===== src/rtl/c3lib_ckdiv_gf.sv =====
// ---------------------------------------------------------------------------
// c3lib_ckdiv_gf
// Glitch-free programmable integer clock divider. It drives the c3lib clock
// inverter/buffer cells. The divided clock is always a flop Q. Ratio changes,
// enable and disable take effect only at divided-clock period boundaries, so
// no runt pulses reach the clock tree. Divide-by-1 is not supported: a loaded
// ratio of 0 or 1 is stored as 2.
//
// Optional feature (macro C3LIB_CKDIV_SYNC_EN): adds the div_sync output. It
// is a registered one-clk pulse on each rising edge of clk_div_out.
//
// Ports:
//   clk          source clock
//   rst_n        asynchronous active-low reset
//   div_en       level; 1 = run, 0 = stop after the current period
//   div_ratio    requested ratio N, sampled when div_load=1
//   div_load     one-cycle request to adopt div_ratio
//   div_busy     a loaded ratio is pending and not yet active
//   div_active   divider running (RUN or DRAIN)
//   div_sync     (C3LIB_CKDIV_SYNC_EN only) phase marker pulse
//   clk_div_out  divided clock, registered
// ---------------------------------------------------------------------------
module c3lib_ckdiv_gf #(
    parameter int unsigned DIV_W         = 4,
    parameter int unsigned DEFAULT_RATIO = 2
) (
    input  logic             clk,
    input  logic             rst_n,
    input  logic             div_en,
    input  logic [DIV_W-1:0] div_ratio,
    input  logic             div_load,
    output logic             div_busy,
    output logic             div_active,
`ifdef C3LIB_CKDIV_SYNC_EN
    output logic             div_sync,
`endif
    output logic             clk_div_out
);

    localparam logic [DIV_W-1:0] RATIO_MIN = DIV_W'(2);
    localparam logic [DIV_W-1:0] RATIO_DEF = DIV_W'(DEFAULT_RATIO);
    localparam logic [DIV_W-1:0] ONE       = DIV_W'(1);

    typedef enum logic [1:0] {
        ST_OFF   = 2'd0,
        ST_RUN   = 2'd1,
        ST_DRAIN = 2'd2
    } state_t;

    state_t           state,      state_nxt;
    logic [DIV_W-1:0] cnt,        cnt_nxt;
    logic [DIV_W-1:0] act_ratio,  act_nxt;
    logic [DIV_W-1:0] pend_ratio, pend_nxt;
    logic             busy_nxt;
    logic             active_nxt;
    logic             out_nxt;
    logic             wrap;
    logic             apply;
    logic [DIV_W-1:0] ratio_clamped;
`ifdef C3LIB_CKDIV_SYNC_EN
    logic             sync_nxt;
`endif

    // State and datapath registers
    always_ff @(posedge clk or negedge rst_n) begin
        if (!rst_n) begin
            state       <= ST_OFF;
            cnt         <= '0;
            act_ratio   <= RATIO_DEF;
            pend_ratio  <= '0;
            div_busy    <= 1'b0;
            div_active  <= 1'b0;
            clk_div_out <= 1'b0;
        end else begin
            state       <= state_nxt;
            cnt         <= cnt_nxt;
            act_ratio   <= act_nxt;
            pend_ratio  <= pend_nxt;
            div_busy    <= busy_nxt;
            div_active  <= active_nxt;
            clk_div_out <= out_nxt;
        end
    end

`ifdef C3LIB_CKDIV_SYNC_EN
    // Phase marker register
    always_ff @(posedge clk or negedge rst_n) begin
        if (!rst_n) begin
            div_sync <= 1'b0;
        end else begin
            div_sync <= sync_nxt;
        end
    end
`endif

    // Next-state, counter, ratio handoff and output decode
    always_comb begin
        state_nxt     = state;
        cnt_nxt       = cnt;
        act_nxt       = act_ratio;
        pend_nxt      = pend_ratio;
        busy_nxt      = div_busy;
        ratio_clamped = (div_ratio < RATIO_MIN) ? RATIO_MIN : div_ratio;

        // Period boundary: last count of the active ratio while running
        wrap  = (state != ST_OFF) && (cnt == (act_ratio - ONE));
        // A pending ratio is adopted at a wrap, or on any edge while stopped
        apply = div_busy && ((state == ST_OFF) || wrap);

        if (apply) begin
            act_nxt = pend_ratio;
        end

        // A load arriving with an apply becomes the next pending value
        if (div_load) begin
            pend_nxt = ratio_clamped;
            busy_nxt = 1'b1;
        end else if (apply) begin
            busy_nxt = 1'b0;
        end

        case (state)
            ST_OFF: begin
                cnt_nxt = '0;
                if (div_en) begin
                    state_nxt = ST_RUN;
                end
            end
            ST_RUN: begin
                cnt_nxt = wrap ? '0 : (cnt + ONE);
                if (!div_en) begin
                    state_nxt = ST_DRAIN;
                end
            end
            ST_DRAIN: begin
                cnt_nxt = wrap ? '0 : (cnt + ONE);
                if (div_en) begin
                    state_nxt = ST_RUN;
                end else if (wrap) begin
                    state_nxt = ST_OFF;
                end
            end
            default: begin
                state_nxt = ST_OFF;
                cnt_nxt   = '0;
            end
        endcase

        active_nxt = (state_nxt != ST_OFF);
        // High for the first floor(N/2) counts of each period
        out_nxt    = active_nxt && (cnt_nxt < (act_nxt >> 1));
`ifdef C3LIB_CKDIV_SYNC_EN
        sync_nxt   = active_nxt && (cnt_nxt == '0) && ((state == ST_OFF) || wrap);
`endif
    end

endmodule


===== config.mk =====
export PLATFORM = sky130hd
export DESIGN_NAME = c3lib_ckdiv_gf
export DESIGN_NICKNAME = d
export VERILOG_FILES = /design/src/rtl/c3lib_ckdiv_gf.sv
export SDC_FILE = /design/constraint.sdc
export NUM_CORES = 1
export LEC_CHECK = 0
export ABC_AREA = 1
export CORE_MARGIN = 2
export CORE_UTILIZATION = 54
export CTS_CLUSTER_DIAMETER = 100
export DETAILED_ROUTE_END_ITERATION = 6
export PLACE_DENSITY = 0.87
export SYNTH_ARGS = -nofsm -noshare
export SYNTH_HDL_FRONTEND = slang
export SYNTH_SLANG_ARGS = --single-unit

===== constraint.sdc =====
create_clock -name clk -period 2.5 [get_ports clk]
set_input_delay 0.5 -clock clk [delete_from_list [all_inputs] [get_ports clk]]
set_output_delay 0.5 -clock clk [all_outputs]
set_load 0.1 [all_outputs]

After elaboration in Yosys (flattened, before gate mapping)
Index checks and enable logic that the tools add are counted.
- flip-flop bits (word level): 17
- output and inout bits: 3
- logic and storage cells: 35
- bits of input ports: 8
- $lt $le $gt $ge: 2
- multiplexer cells: 11
- equal/unequal tests: 3
- reductions and logical operators: 9
- add/sub/neg operators: 2
- operators with widths (kind ; count):
    4-bit 2-to-1 mux ; 4
    2-bit 2-to-1 mux ; 4
    2-bit case mux with 3 select lines ; 1
    2-bit nonzero test ; 3
    4-bit by 1-bit adder with 4-bit output (second input constant) ; 1
    4-bit == test ; 1
    4-bit by 2-bit < comparator with 1-bit output (second input constant) ; 1
    4-bit by 3-bit < comparator with 1-bit output ; 1
    4-bit by 1-bit subtractor with 4-bit output (second input constant) ; 1
    1-bit logical AND ; 3
    2-bit by 1-bit == test with 1-bit output (second input constant) ; 1
    2-bit == test (second input constant) ; 1
    2-bit logical NOT ; 1
    1-bit 2-to-1 mux ; 2
    2-bit OR reduction ; 1
    1-bit logical OR ; 1

Longest topological paths before layout
Gate-level depths: netlist of run 1.
- word-level depth: 8
- gate-level depth with buffers: 17
- gate-level depth less buffers: 17

Worst setup path before layout of run 1
No wires, ideal clock.
- path kind: reg-to-reg
- start point: reg act_ratio[1]
- end point: reg clk_div_out
- stages on the path, launching flop included: 14
- setup time: 73 ps
- clock period less this slack: 2164 ps
- buffers on the path: 0
- arrival time: 2091 ps
- path slack: 336 ps
- data required time: 2427 ps
- cells stage by stage: dfstp_2 -> inv_1 -> ha_1 -> xor2_1 -> nand2_1 -> nor2_4 -> nand2_1 -> nand2_2 -> nand2_4 -> o21ai_0 -> ha_1 -> nand2_1 -> nand2_1 -> a21oi_2
- cells in the longest elaborated chain, start to end: 8
- elaborated cells on any way between the ends: 14
- classes of those cells: add/sub: 1; order compare: 1; eq/ne: 1; mux: 6; reduce/logical: 5
- RTL lines (what ; RTL line ; text):
    start: declaration ; 52 ; logic [DIV_W-1:0] act_ratio, act_nxt;
    start signal: assignment ; 77 ; act_ratio <= act_nxt;
    4-bit by 1-bit subtractor with 4-bit output ; 106 ; wrap = (state != ST_OFF) && (cnt == (act_ratio - ONE));
    4-bit == test ; 106 ;
    1-bit logical AND ; 106 ;
    1-bit logical OR / 2-bit 2-to-1 mux (equally long branches) ; 108, 139 ;
    1-bit logical AND / 2-bit 2-to-1 mux (equally long branches) ; 108, 137 ;
    4-bit 2-to-1 mux / 2-bit case mux with 3 select lines (equally long branches) ; 110, 122 ;
    4-bit by 3-bit < comparator with 1-bit output / 2-bit nonzero test (equally long branches) ; 151, 149 ;
    1-bit logical AND (*) ; 151 ; out_nxt = active_nxt && (cnt_nxt < (act_nxt >> 1));
    net out_nxt ; 56 ; logic out_nxt;
    end signal: assignment ; 81 ; clk_div_out <= out_nxt;
    end: declaration ; 37 ; output logic clk_div_out
The timed path passes the listed nets; every way through them passes the cells marked *.
A chain may end at the register's enable or synchronous reset.

Final worst setup path of run 1
Same ends and word-level chain as after synthesis.

==> run metrics, run 1 <==
result of the run completed; antenna diode count 0; max-slew violations 0; count of final setup violators 0; count of pins on the block boundary 11; kind of cell adding the most delay to the critical path simple AND/OR/NAND/NOR gates; most common library cell in the layout ignoring fill and taps nand2_1; worst hold path type flop to flop; multi-input logic area 468 µm²; total power per unit cell area 1310 nW/µm²; portion of the post-synthesis area used by sequential elements 43.2%; Site Rows 15; starting density of the core 57.2%; First-pass DRT Iterations 4; Die Span X 46.8 µm; total gr overflow 0; DRC 0; worst setup skew after layout between 0.01 and 0.015 ns; H-tree level count 1; floorplan die height 46.8 µm; register clock-pin slew on the reported worst setup and hold paths 0.11 ns; most common cell type on the critical path nand2_1; setup repair after global routing missed its margin false; IO buf count 10; critical setup path kind flop to flop; utilization after layout 66.0%; pin count of the biggest net entering global routing 18; Post-CTS Hold Fix Bufs 0; via count 806; number of instances in the synthesized netlist 121; final estimated routing congestion in global placement 0.859; Req. time, crit path approximately 2.7 ns; slowest stage delay, CP 0.53 ns; ratio of final minimum period to clock period about 90%; slew margin rel. 48.8%; root buf cell clkbuf_4; half-perimeter wire length after detailed placement 1540 µm; total number of clock tree sinks 17; largest area contributor in the synthesized netlist dfrtp_1; Max Cap Violations 0; violation count after the first detailed-route iteration 11; Inserted Clock Buffers 3; Worst IR Drop VDD 0.000892 V; area overhead of the layout relative to synthesis 15.3%; wire length of the first global-routing pass 3040 µm; worst-path cell chain inv_1 -> ha_1 -> xor2_1 -> nand2_1 -> nor2_4 -> nand2_1 -> nand2_2 -> nand2_4 -> o21ai_1 -> ha_1 -> nand2_1 -> nand2_1 -> a21oi_2; crit path max-delay cell type dfstp_2; number of global-route vias before repair 746; CP arrival 2.51 ns; fraction of layout cells with a size suffix above 1 ~16%; maximum number of buffers from clock root to sink 2; placeable core region 1730 µm²; Netlist cell types 24; most used cells in the layout excluding fill and tap cells nand2_1 (30), inv_1 (23), dfrtp_1 (16); initial antenna violation count 0; overall die area 2190 µm²; leakage power figure 0.633 nW; share of Yosys cell area claimed by the top area cell type roughly 40%; number of flip-flops and latches in the synthesized netlist 17; final-layout fill cell count 148; combined flip-flop and latch cell area 427 µm²; Post-Syn Area 988 µm²; slew at the pin with the worst max-slew slack 0.766 ns; Area contributors post-synth dfrtp_1 (41%), nand2_1 (11%), ha_1 (10%); final wirelength 1910 µm; Post-Synthesis Mean Instance Area slightly above 8 µm²; Crit path buffers/inverters 1; sort of element at the start of the critical path flop; nets in the synthesized netlist 137; setup total negative slack 0 ns; Crit. End Element flop; Syn. warnings 0; time the worst path needs with I/O delays and setup 2.28 ns; clock latency on the worst-skew pair 0.30 ns; post-detailed-route wirelength per cell ~12 µm; GRT Util Overall 20.3%; hold violation count in the final report 0; Max Fclk 438 MHz; Critical Path Fanout Max 7; antenna violation net count after detailed routing 0; average vias per placed instance 5.04; final net count 152; clock tree from TritonCTS built
## what timing repair did
item | in CTS | in global routing
endpoints found under the hold margin | 0 | 0
resized for setup | 0 | 1
buffers inserted | 0 | 0
endpoints found under the setup margin | 0 | 1
## worst paths after layout
kind                               startpoint  slack, ns  cells past startpoint       endpoint
max in group asynchronous               rst_n       1.38                      1         cnt[1]
min in group asynchronous               rst_n       0.63                      1       div_busy
worst min register to register  pend_ratio[3]       0.48                      2  pend_ratio[3]
worst max-delay path             act_ratio[1]       0.22                     13    clk_div_out
worst max register to register   act_ratio[1]       0.22                     13    clk_div_out
worst min-delay path            pend_ratio[3]       0.48                      2  pend_ratio[3]
## through the flow
step	hold slack (ns)	setup slack (ns)	cell area, µm²	power, mW	cells
global route	0.504	0.00657	1140	1.61	160
detailed placement	0.455	0.165	1110	1.35	156
global placement	0.454	0.316	1110	1.29	156
floorplan	0.204	0.336	988	1.15	121
CTS	0.480	0.116	1140	1.49	160
finish	0.479	0.216	1140	1.50	160
## Yosys cell counts
| cell | instances |
|---|---|
| nand2_1 | 30 |
| inv_1 | 23 |
| dfrtp_1 | 16 |
| ha_1 | 8 |
| nand3_1 | 7 |
| o21ai_0 | 7 |
| nand2_2 | 5 |
| nor2_1 | 5 |
| xor2_1 | 3 |
| inv_2 | 2 |
| xnor2_1 | 2 |
| a21oi_1 | 1 |
| a21oi_2 | 1 |
| and2_2 | 1 |
| dfstp_2 | 1 |
| nand2_4 | 1 |
| nand3_2 | 1 |
| nand3b_1 | 1 |
| nor2_2 | 1 |
| nor2_4 | 1 |
| nor3_1 | 1 |
| o22ai_1 | 1 |
| or2_1 | 1 |
| or2_2 | 1 |
## tightest hold or removal path, delay by kind of cell, from the launching register on
kind	cells	cell delay, ns
flops	1	0.36
simple gates	2	0.10
## area by class of cell
type,count,area share (%)
multi-input combinational,79,41.1
tap,25,2.74
clock buffer,3,1.98
clock inverter,1,0.439
timing repair buffer,10,8.12
inverter,25,8.23
sequential,17,37.4
## report_power, final
group	leakage, nW	switching [mW]	internal (mW)
logic	0.407	0.594	0.294
clock network	0.0177	0.0947	0.0596
registers	0.208	0.0813	0.375
## flip-flops by register name (all words and copies together), names as in the netlist
register / flops
act_ratio: 4
clk_div_out: 1
cnt: 4
div_active: 1
div_busy: 1
pend_ratio: 4
state: 2
## cells by family (layout without fill, tap and decap cells)
kind of cell,after synthesis,in the layout,share of synthesized area [%]
DFF,17,17,43.2
xor gates and xnor gates,5,5,4.43
and+or+nand+nor,56,56,27.2
adders and majority gates,8,8,10.1
AOI/OAI and AO/OA,10,10,5.57
buffers and inverters,25,39,9.49
## routing by layer
metal	vias to the layer above	share of wire, %	global-route usage (%)	wire [µm]
met1	378	43	24.3	827
li1	395	-	-	-
met2	24	50	35.9	953
met3	9	4.1	4.23	79
met5	-	0	0	0
met4	0	2.5	7.78	48
Power figures use the tool's default switching activity.
==> inputs of run 2 (changes only) <==
--- a/config.mk
+++ b/config.mk
@@ -7,10 +7,10 @@
 export LEC_CHECK = 0
 export ABC_AREA = 1
 export CORE_MARGIN = 2
-export CORE_UTILIZATION = 54
+export CORE_UTILIZATION = 40
 export CTS_CLUSTER_DIAMETER = 100
 export DETAILED_ROUTE_END_ITERATION = 6
-export PLACE_DENSITY = 0.87
+export PLACE_DENSITY_LB_ADDON = 0.25
 export SYNTH_ARGS = -nofsm -noshare
 export SYNTH_HDL_FRONTEND = slang
 export SYNTH_SLANG_ARGS = --single-unit
==> run 2 against run 1 <==
Net effect:
- core utilization shrank 19 points
- combinational power decreased by 2.9%
- sequential power decreased by 1%
- power decreased by 3.0%
- fmax up 1.9%
- hold slack lost 0.0078 ns
- critical path type unchanged
- largest cell class unchanged
==> run metrics, run 2 (synthesized netlist as in run 1, its figures left out) <==
internal cell power 0.728 mW (about the same); Die Span X 53.7 µm (was 46.8 µm); Crit. End Element flop (unchanged); worst hold path type flop to flop (unchanged); overall die area 2880 µm² (was 2190 µm²); slew margin rel. 49.7% (was 48.8%); total number of clock tree sinks 17 (unchanged); setup slack of the critical path after layout 0.258 ns (was 0.216 ns); pin count of the biggest net entering global routing 18 (unchanged); initial antenna violation count 0 (unchanged); most common cell type on the critical path nand2_1 (unchanged); Req. time, crit path 2.72 ns (was 2.73 ns); wire length the detailed router placed on met1 794 µm (was 827 µm); CP arrival 2.46 ns (was 2.51 ns); final net count 152 (unchanged); multi-input logic area 468 µm² (unchanged); total gr overflow 0 (unchanged); power share of the sequential group 30.9% (was 30.4%); DRC 0 (unchanged); IO buf count 10 (unchanged); worst slack, placed 0.196 ns (was 0.165 ns); fraction of layout cells with a size suffix above 1 15.6% (was 16.3%); hold violation count in the final report 0 (unchanged); slew at the pin with the worst max-slew slack 0.751 ns (was 0.766 ns); # placed instances 161 (was 156); buffers inserted by post-CTS timing repair 0 (unchanged); maximum number of buffers from clock root to sink 2 (unchanged); detailed-routed wire length on met2 782 µm (was 953 µm); post-route insts no fill 165 (was 160); worst setup skew after layout 0.00230 ns (was 0.0117 ns); crit path max-delay cell type dfstp_2 (unchanged); final-layout fill cell count 223 (was 148); floorplan die height 53.7 µm (was 46.8 µm); count of final setup violators 0 (unchanged); Placed Area 1120 µm² (was 1110 µm²); ratio of final minimum period to clock period 89.7% (was 91.4%); critical setup path kind flop to flop (unchanged); Sw Ratio 49.9% (was 51.4%); clock group share of total power 9.7% (was 10.3%); first element of the critical path act_ratio[1] (unchanged); antenna diode count 0 (unchanged); worst-path cell chain inv_1 -> ha_1 -> xor2_1 -> nand2_1 -> nor2_4 -> nand2_1 -> nand2_2 -> nand2_4 -> o21ai_1 -> ha_1 -> nand2_1 -> nand2_1 -> a21oi_2 (unchanged); clock tree from TritonCTS built (unchanged); Max Fclk 446 MHz (was 438 MHz); average vias per placed instance 4.45 (was 5.04); count of pins on the block boundary 11 (unchanged); time the worst path needs with I/O delays and setup 2.24 ns (was 2.28 ns); root buf cell clkbuf_4 (unchanged); Max Cap Violations 0 (unchanged); total power per unit cell area 1270 nW/µm² (was 1310 nW/µm²); slowest stage delay, CP 0.52 ns (was 0.53 ns); part of the total power dissipated in combinational logic 59.3% (about the same); Worst IR Drop VDD 0.000774 V (was 0.000892 V); wire length of the first global-routing pass 3130 µm (was 3040 µm); final wirelength 1640 µm (was 1910 µm); violation count after the first detailed-route iteration 8 (was 11); Overall Power 1.45 mW (was 1.50 mW); Critical Path Fanout Max 7 (unchanged); most common library cell in the layout ignoring fill and taps nand2_1 (unchanged); antenna violation net count after detailed routing 0 (unchanged); GRT Util Overall 14.9% (was 20.3%); clock latency on the worst-skew pair 0.28 ns (was 0.30 ns); placeable core region 2410 µm² (was 1730 µm²); via count 734 (was 806); number of global-route vias before repair 751 (was 746); Site Rows 18 (was 15); final estimated routing congestion in global placement 0.782 (was 0.859); result of the run completed (unchanged); half-perimeter wire length after detailed placement 1360 µm (was 1540 µm); combined flip-flop and latch cell area 427 µm² (unchanged); design area 1140 µm² (about the same); leakage power figure 0.630 nW (was 0.633 nW); area overhead of the layout relative to synthesis 15.8% (was 15.3%); total net switching power 0.726 mW (was 0.770 mW); worst hold start pend_ratio[3] (unchanged); H-tree level count 1 (unchanged); most used cells in the layout excluding fill and tap cells nand2_1 (30), inv_1 (23), dfrtp_1 (16) (unchanged); met3 layer wire length in the routed design 49 µm (was 79 µm); sort of element at the start of the critical path flop (unchanged); setup repair after global routing missed its margin false (unchanged); registers with the most flip-flops act_ratio (4), cnt (4), pend_ratio (4) (unchanged); starting density of the core 41.0% (was 57.2%); post-detailed-route wirelength per cell 9.93 µm (was 11.9 µm); max-slew violations 0 (unchanged); First-pass DRT Iterations 3 (was 4); setup total negative slack 0 ns (unchanged); max layer used met4 (unchanged); register clock-pin slew on the reported worst setup and hold paths 0.09 ns (was 0.11 ns); Inserted Clock Buffers 3 (unchanged); reg-to-reg startpoint act_ratio[1] (unchanged)
[run 2: cell types whose count changed in the layout (fill, tap and decap cells not counted), sizes merged]
cell,delta
clkinv,-1
clkbuf,+1
[run 2: metal layers]
layer	global-route usage [%]	up-vias
li1	-	400
met1	19.5	324
met2	24.6	8
met3	2.22	2
met4	6.41	0
met5	0	-
[run 2: layout make-up]
class                      instances  share of cell area [%]
multi-input combinational         79                    40.9
tap                               30                    3.28
clock buffer                       4                    2.30
timing repair buffer              10                    8.09
inverter                          25                    8.20
sequential                        17                    37.3
[run 2: critical path, delay by kind of cell, from the launching register on]
family / cells / cell delay, ns
and+or+nand+nor: 7 / 0.59
buffers and inverters: 1 / 0.06
AOI/OAI and AO/OA: 2 / 0.30
xor gates and xnor gates: 1 / 0.16
DFF: 1 / 0.52
adders and majority gates: 2 / 0.54
[run 2: path summary, 6_finish.rpt]
check	slack (ns)	depth (start not counted)	endpoint
worst min register to register	0.47	2	pend_ratio[3]
worst min-delay path	0.47	2	pend_ratio[3]
worst max-delay path	0.26	13	clk_div_out
min in group asynchronous	0.65	1	cnt[1]
max in group asynchronous	1.38	1	clk_div_out
worst max register to register	0.26	13	clk_div_out
[run 2: repair_timing]
action	4_1_cts	5_1_grt
hold buffers	0	0
endpoints found under the setup margin	0	1
gates resized for setup	0	1
[run 2: per-stage QoR]
stage          util, %  hold slack, ns
2_1_floorplan        -           0.204
3_3_place_gp      46.4           0.456
3_5_place_dp      46.4           0.454
4_1_cts           47.5           0.478
5_1_grt           47.5           0.519
6_report          47.5           0.471
[run 2: power groups by stage]
| stage | clock (mW) | combinational [mW] | sequential (mW) |
|---|---|---|---|
| 2_1_floorplan | 0 | 0.539 | 0.609 |
| 6_report | 0.142 | 0.862 | 0.450 |
| 3_5_place_dp | 0 | 0.865 | 0.456 |
| 3_3_place_gp | 0 | 0.855 | 0.455 |
| 4_1_cts | 0.147 | 0.870 | 0.451 |
| 5_1_grt | 0.159 | 0.975 | 0.464 |
==> inputs of run 3 (changes only) <==
--- a/config.mk
+++ b/config.mk
@@ -5,9 +5,9 @@
 export SDC_FILE = /design/constraint.sdc
 export NUM_CORES = 1
 export LEC_CHECK = 0
-export ABC_AREA = 1
 export CORE_MARGIN = 2
 export CORE_UTILIZATION = 40
+export CTS_BUF_LIST = sky130_fd_sc_hd__clkbuf_4 sky130_fd_sc_hd__clkbuf_8
 export CTS_CLUSTER_DIAMETER = 100
 export DETAILED_ROUTE_END_ITERATION = 6
 export PLACE_DENSITY_LB_ADDON = 0.25
==> run 3 against run 2 <==
Net effect:
- the run now ends with setup timing left
- fmax is 19% lower
- via count is 10% higher
- synthesized area grew 2.9%
- design area is 16% higher
- combinational power up 50%
- register-to-register slack got worse by 0.53 ns
- sequential share of layout area shrank 5.0 points
- wire length up 42%
- critical path depth shrank 3
==> run metrics, run 3 <==
registers with the most flip-flops act_ratio (4), cnt (4), pend_ratio (4) (unchanged); root buf cell clkbuf_4 (unchanged); hold endpoint act_ratio[0] (was pend_ratio[3]); Critical Path Fanout Max 4 (was 7); max-slew violations 0 (unchanged); worst setup skew after layout 0.00248 ns (was 0.00230 ns); share of flip-flops with an asynchronous set or reset after synthesis 100% (unchanged); Post-Synthesis Mean Instance Area 10.8 µm² (was 8.17 µm²); worst hold start pend_ratio[0] (was pend_ratio[3]); slack of the worst reg-to-reg path -0.28 ns (was 0.26 ns); count of final setup violators 1 (was 0); final-layout fill cell count 226 (was 223); clock latency on the worst-skew pair 0.30 ns (was 0.28 ns); Syn. warnings 0 (unchanged); slowest stage delay, CP 0.56 ns (was 0.52 ns); antenna diode count 0 (unchanged); combined flip-flop and latch cell area 427 µm² (unchanged); ratio of final minimum period to clock period 111% (was 89.7%); half-perimeter wire length after detailed placement 1630 µm (was 1360 µm); kind of cell adding the most delay to the critical path simple AND/OR/NAND/NOR gates (unchanged); H-tree level count 1 (unchanged); wire length of the first global-routing pass 4020 µm (was 3130 µm); pin count of the biggest net entering global routing 18 (unchanged); floorplan die height 54.4 µm (was 53.7 µm); worst-path cell chain inv_2 -> ha_4 -> xnor2_2 -> or4_4 -> a21bo_4 -> mux2i_1 -> ha_1 -> and4b_1 -> o311ai_2 -> o2111a_1 (was inv_1 -> ha_1 -> xor2_1 -> nand2_1 -> nor2_4 -> nand2_1 -> nand2_2 -> nand2_4 -> o21ai_1 -> ha_1 -> nand2_1 -> nand2_1 -> a21oi_2); Site Rows 18 (unchanged); antenna violation net count after detailed routing 0 (unchanged); Inserted Clock Buffers 3 (unchanged); Max Fclk 360 MHz (was 446 MHz); CP arrival 3.03 ns (was 2.46 ns); total power per unit cell area 1460 nW/µm² (was 1270 nW/µm²); clock tree from TritonCTS built (unchanged); Min-Delay Path Depth 2 (unchanged); Netlist cell types 33 (was 24); starting density of the core 41.8% (was 41.0%); Area contributors post-synth dfrtp_1 (39%), ha_1 (9.8%), xnor2_1 (5.2%) (was dfrtp_1 (41%), nand2_1 (11%), ha_1 (10%)); portion of the post-synthesis area used by sequential elements 41.9% (was 43.2%); Crit. End Element flop (unchanged); nets in the synthesized netlist 110 (was 137); Worst IR Drop VDD 0.000763 V (was 0.000774 V); multi-input logic area 593 µm² (was 468 µm²); slew at the pin with the worst max-slew slack 0.765 ns (was 0.751 ns); reg-to-reg startpoint act_ratio[1] (unchanged); violation count after the first detailed-route iteration 14 (was 8); average vias per placed instance 5.35 (was 4.45); DRC 0 (unchanged); GRT Util Overall 19.8% (was 14.9%); First-pass DRT Iterations 6 (was 3); critical setup path kind flop to flop (unchanged); fraction of layout cells with a size suffix above 1 30.6% (was 15.6%); final net count 138 (was 152); post-route insts no fill 151 (was 165); Req. time, crit path 2.75 ns (was 2.72 ns); Post-synth EDFFs 0 (unchanged); placeable core region 2430 µm² (was 2410 µm²); most common library cell in the layout ignoring fill and taps buf_4 (was nand2_1); worst reg2reg path depth 10 (was 13); area overhead of the layout relative to synthesis 30.0% (was 15.8%); endpoint of the worst-slack reg-to-reg timing path clk_div_out (unchanged); tightest hold margin 0.530 ns (was 0.471 ns); hold violation count in the final report 0 (unchanged); leakage power figure 0.615 nW (was 0.630 nW); post-detailed-route wirelength per cell 15.4 µm (was 9.93 µm); Post-CTS Hold Fix Bufs 0 (unchanged); final wirelength 2330 µm (was 1640 µm); number of flip-flops and latches in the synthesized netlist 17 (unchanged); initial antenna violation count 0 (unchanged); worst hold path type flop to flop (unchanged); number of global-route vias before repair 845 (was 751); Die Span X 54.4 µm (was 53.7 µm); count of pins on the block boundary 11 (unchanged); most used cells in the layout excluding fill and tap cells buf_4 (17), dfrtp_1 (16), nor2_1 (7), ha_1 (7), clkdlybuf4s50_1 (7) (was nand2_1 (30), inv_1 (23), dfrtp_1 (16)); total gr overflow 0 (unchanged); maximum number of buffers from clock root to sink 2 (unchanged); Crit path buffers/inverters 1 (unchanged); most repeated cell in the gate-level netlist after synthesis dfrtp_1 (was nand2_1); setup slack of the critical path after layout -0.277 ns (was 0.258 ns); failing checks setup timing; # placed instances 145 (was 161); final estimated routing congestion in global placement 0.862 (was 0.782); share of Yosys cell area claimed by the top area cell type 39.4% (was 40.5%); time the worst path needs with I/O delays and setup 2.78 ns (was 2.24 ns); utilization after layout 54.4% (was 47.5%); register clock-pin slew on the reported worst setup and hold paths 0.11 ns (was 0.09 ns); via count 808 (was 734); slew margin rel. 48.8% (was 49.7%); overall die area 2960 µm² (was 2880 µm²); leading register cell type out of synthesis dfrtp_1 (unchanged); setup repair after global routing missed its margin true (was false); Post-Syn Area 1020 µm² (was 988 µm²); commonest cells in the synthesized netlist dfrtp_1 (16), ha_1 (8), nor2_1 (8) (was nand2_1 (30), inv_1 (23), dfrtp_1 (16)); largest area contributor in the synthesized netlist dfrtp_1 (unchanged); total number of clock tree sinks 17 (unchanged); Max Cap Violations 0 (unchanged); number of instances in the synthesized netlist 94 (was 121); crit path max-delay cell type dfstp_2 (unchanged); sort of element at the start of the critical path flop (unchanged); result of the run finished, violations left (was completed); IO buf count 10 (unchanged)
==> run 3: cell types whose count changed in the layout (fill, tap and decap cells not counted), moves of 4 or more <==
cell,before,now
nand2_1,30,2
inv_1,23,6
buf_4,3,17
nand2_2,5,0
nand3_1,7,2
a21oi_1,1,5
==> run 3: repair_timing <==
action                                  in CTS  in global routing
resized for setup                            7                  1
endpoints found under the setup margin       1                  1
buffers inserted                             2                  0
pin swaps                                    7                  0
==> run 3: per-layer routing <==
layer	track usage, %	up-vias	wire length (µm)
met4	8.75	0	54
met1	24.8	383	1020
met3	3.55	7	91
li1	-	393	-
met2	33.1	25	1160
met5	0	-	0
==> run 3: through the flow <==
stage | worst slack (ns) | instance area (µm²) | power, mW | setup TNS, ns
after detailed placement | -0.325 | 1240 | 1.59 | -0.325
after global routing | -0.369 | 1320 | 2.06 | -0.369
final | -0.277 | 1320 | 1.93 | -0.277
after global placement | -0.236 | 1240 | 1.56 | -0.236
after CTS | -0.231 | 1320 | 1.89 | -0.231
after floorplan | -0.330 | 1040 | 1.28 | -0.330
==> run 3: worst min-delay path: stages (launching register included) <==
cell	delay (ns)
dfrtp_1	0.37
inv_1	0.06
mux2i_1	0.06
==> run 3: area by class of cell <==
class	instances	area share (%)
clock buffers	4	2.27
inverters	7	1.99
multi-input cells	68	44.8
flip-flops and latches	17	32.3
well taps	30	2.84
repair buffers	25	15.8
==> run 3: worst max-delay path by stage <==
| stage | to | start | cells after the start |
|---|---|---|---|
| 4_1_cts | clk_div_out | act_ratio[1] | 10 |
| 2_1_floorplan | clk_div_out | act_ratio[1] | 12 |
| 5_1_grt | clk_div_out | act_ratio[1] | 10 |
| 3_5_place_dp | clk_div_out | act_ratio[1] | 10 |
| 6_report | clk_div_out | act_ratio[1] | 10 |
| 3_3_place_gp | clk_div_out | act_ratio[1] | 10 |
==> run 3: cells by family (layout without fill, tap and decap cells) <==
group | count (synthesis) | in the layout | synth area share (%)
simple gates | 22 | 22 | 11.7
compound gates | 22 | 22 | 15.9
fa+ha+maj | 8 | 8 | 9.84
flops | 17 | 17 | 41.9
mux | 8 | 8 | 9.59
xor+xnor | 8 | 8 | 6.89
buf+inv | 9 | 36 | 4.18
==> run 3: report_power, final <==
part	switching [mW]	total, mW	internal, mW
logic	0.675	1.29	0.619
clock network	0.0970	0.170	0.0732
registers	0.0873	0.464	0.377
total	0.860	1.93	1.07
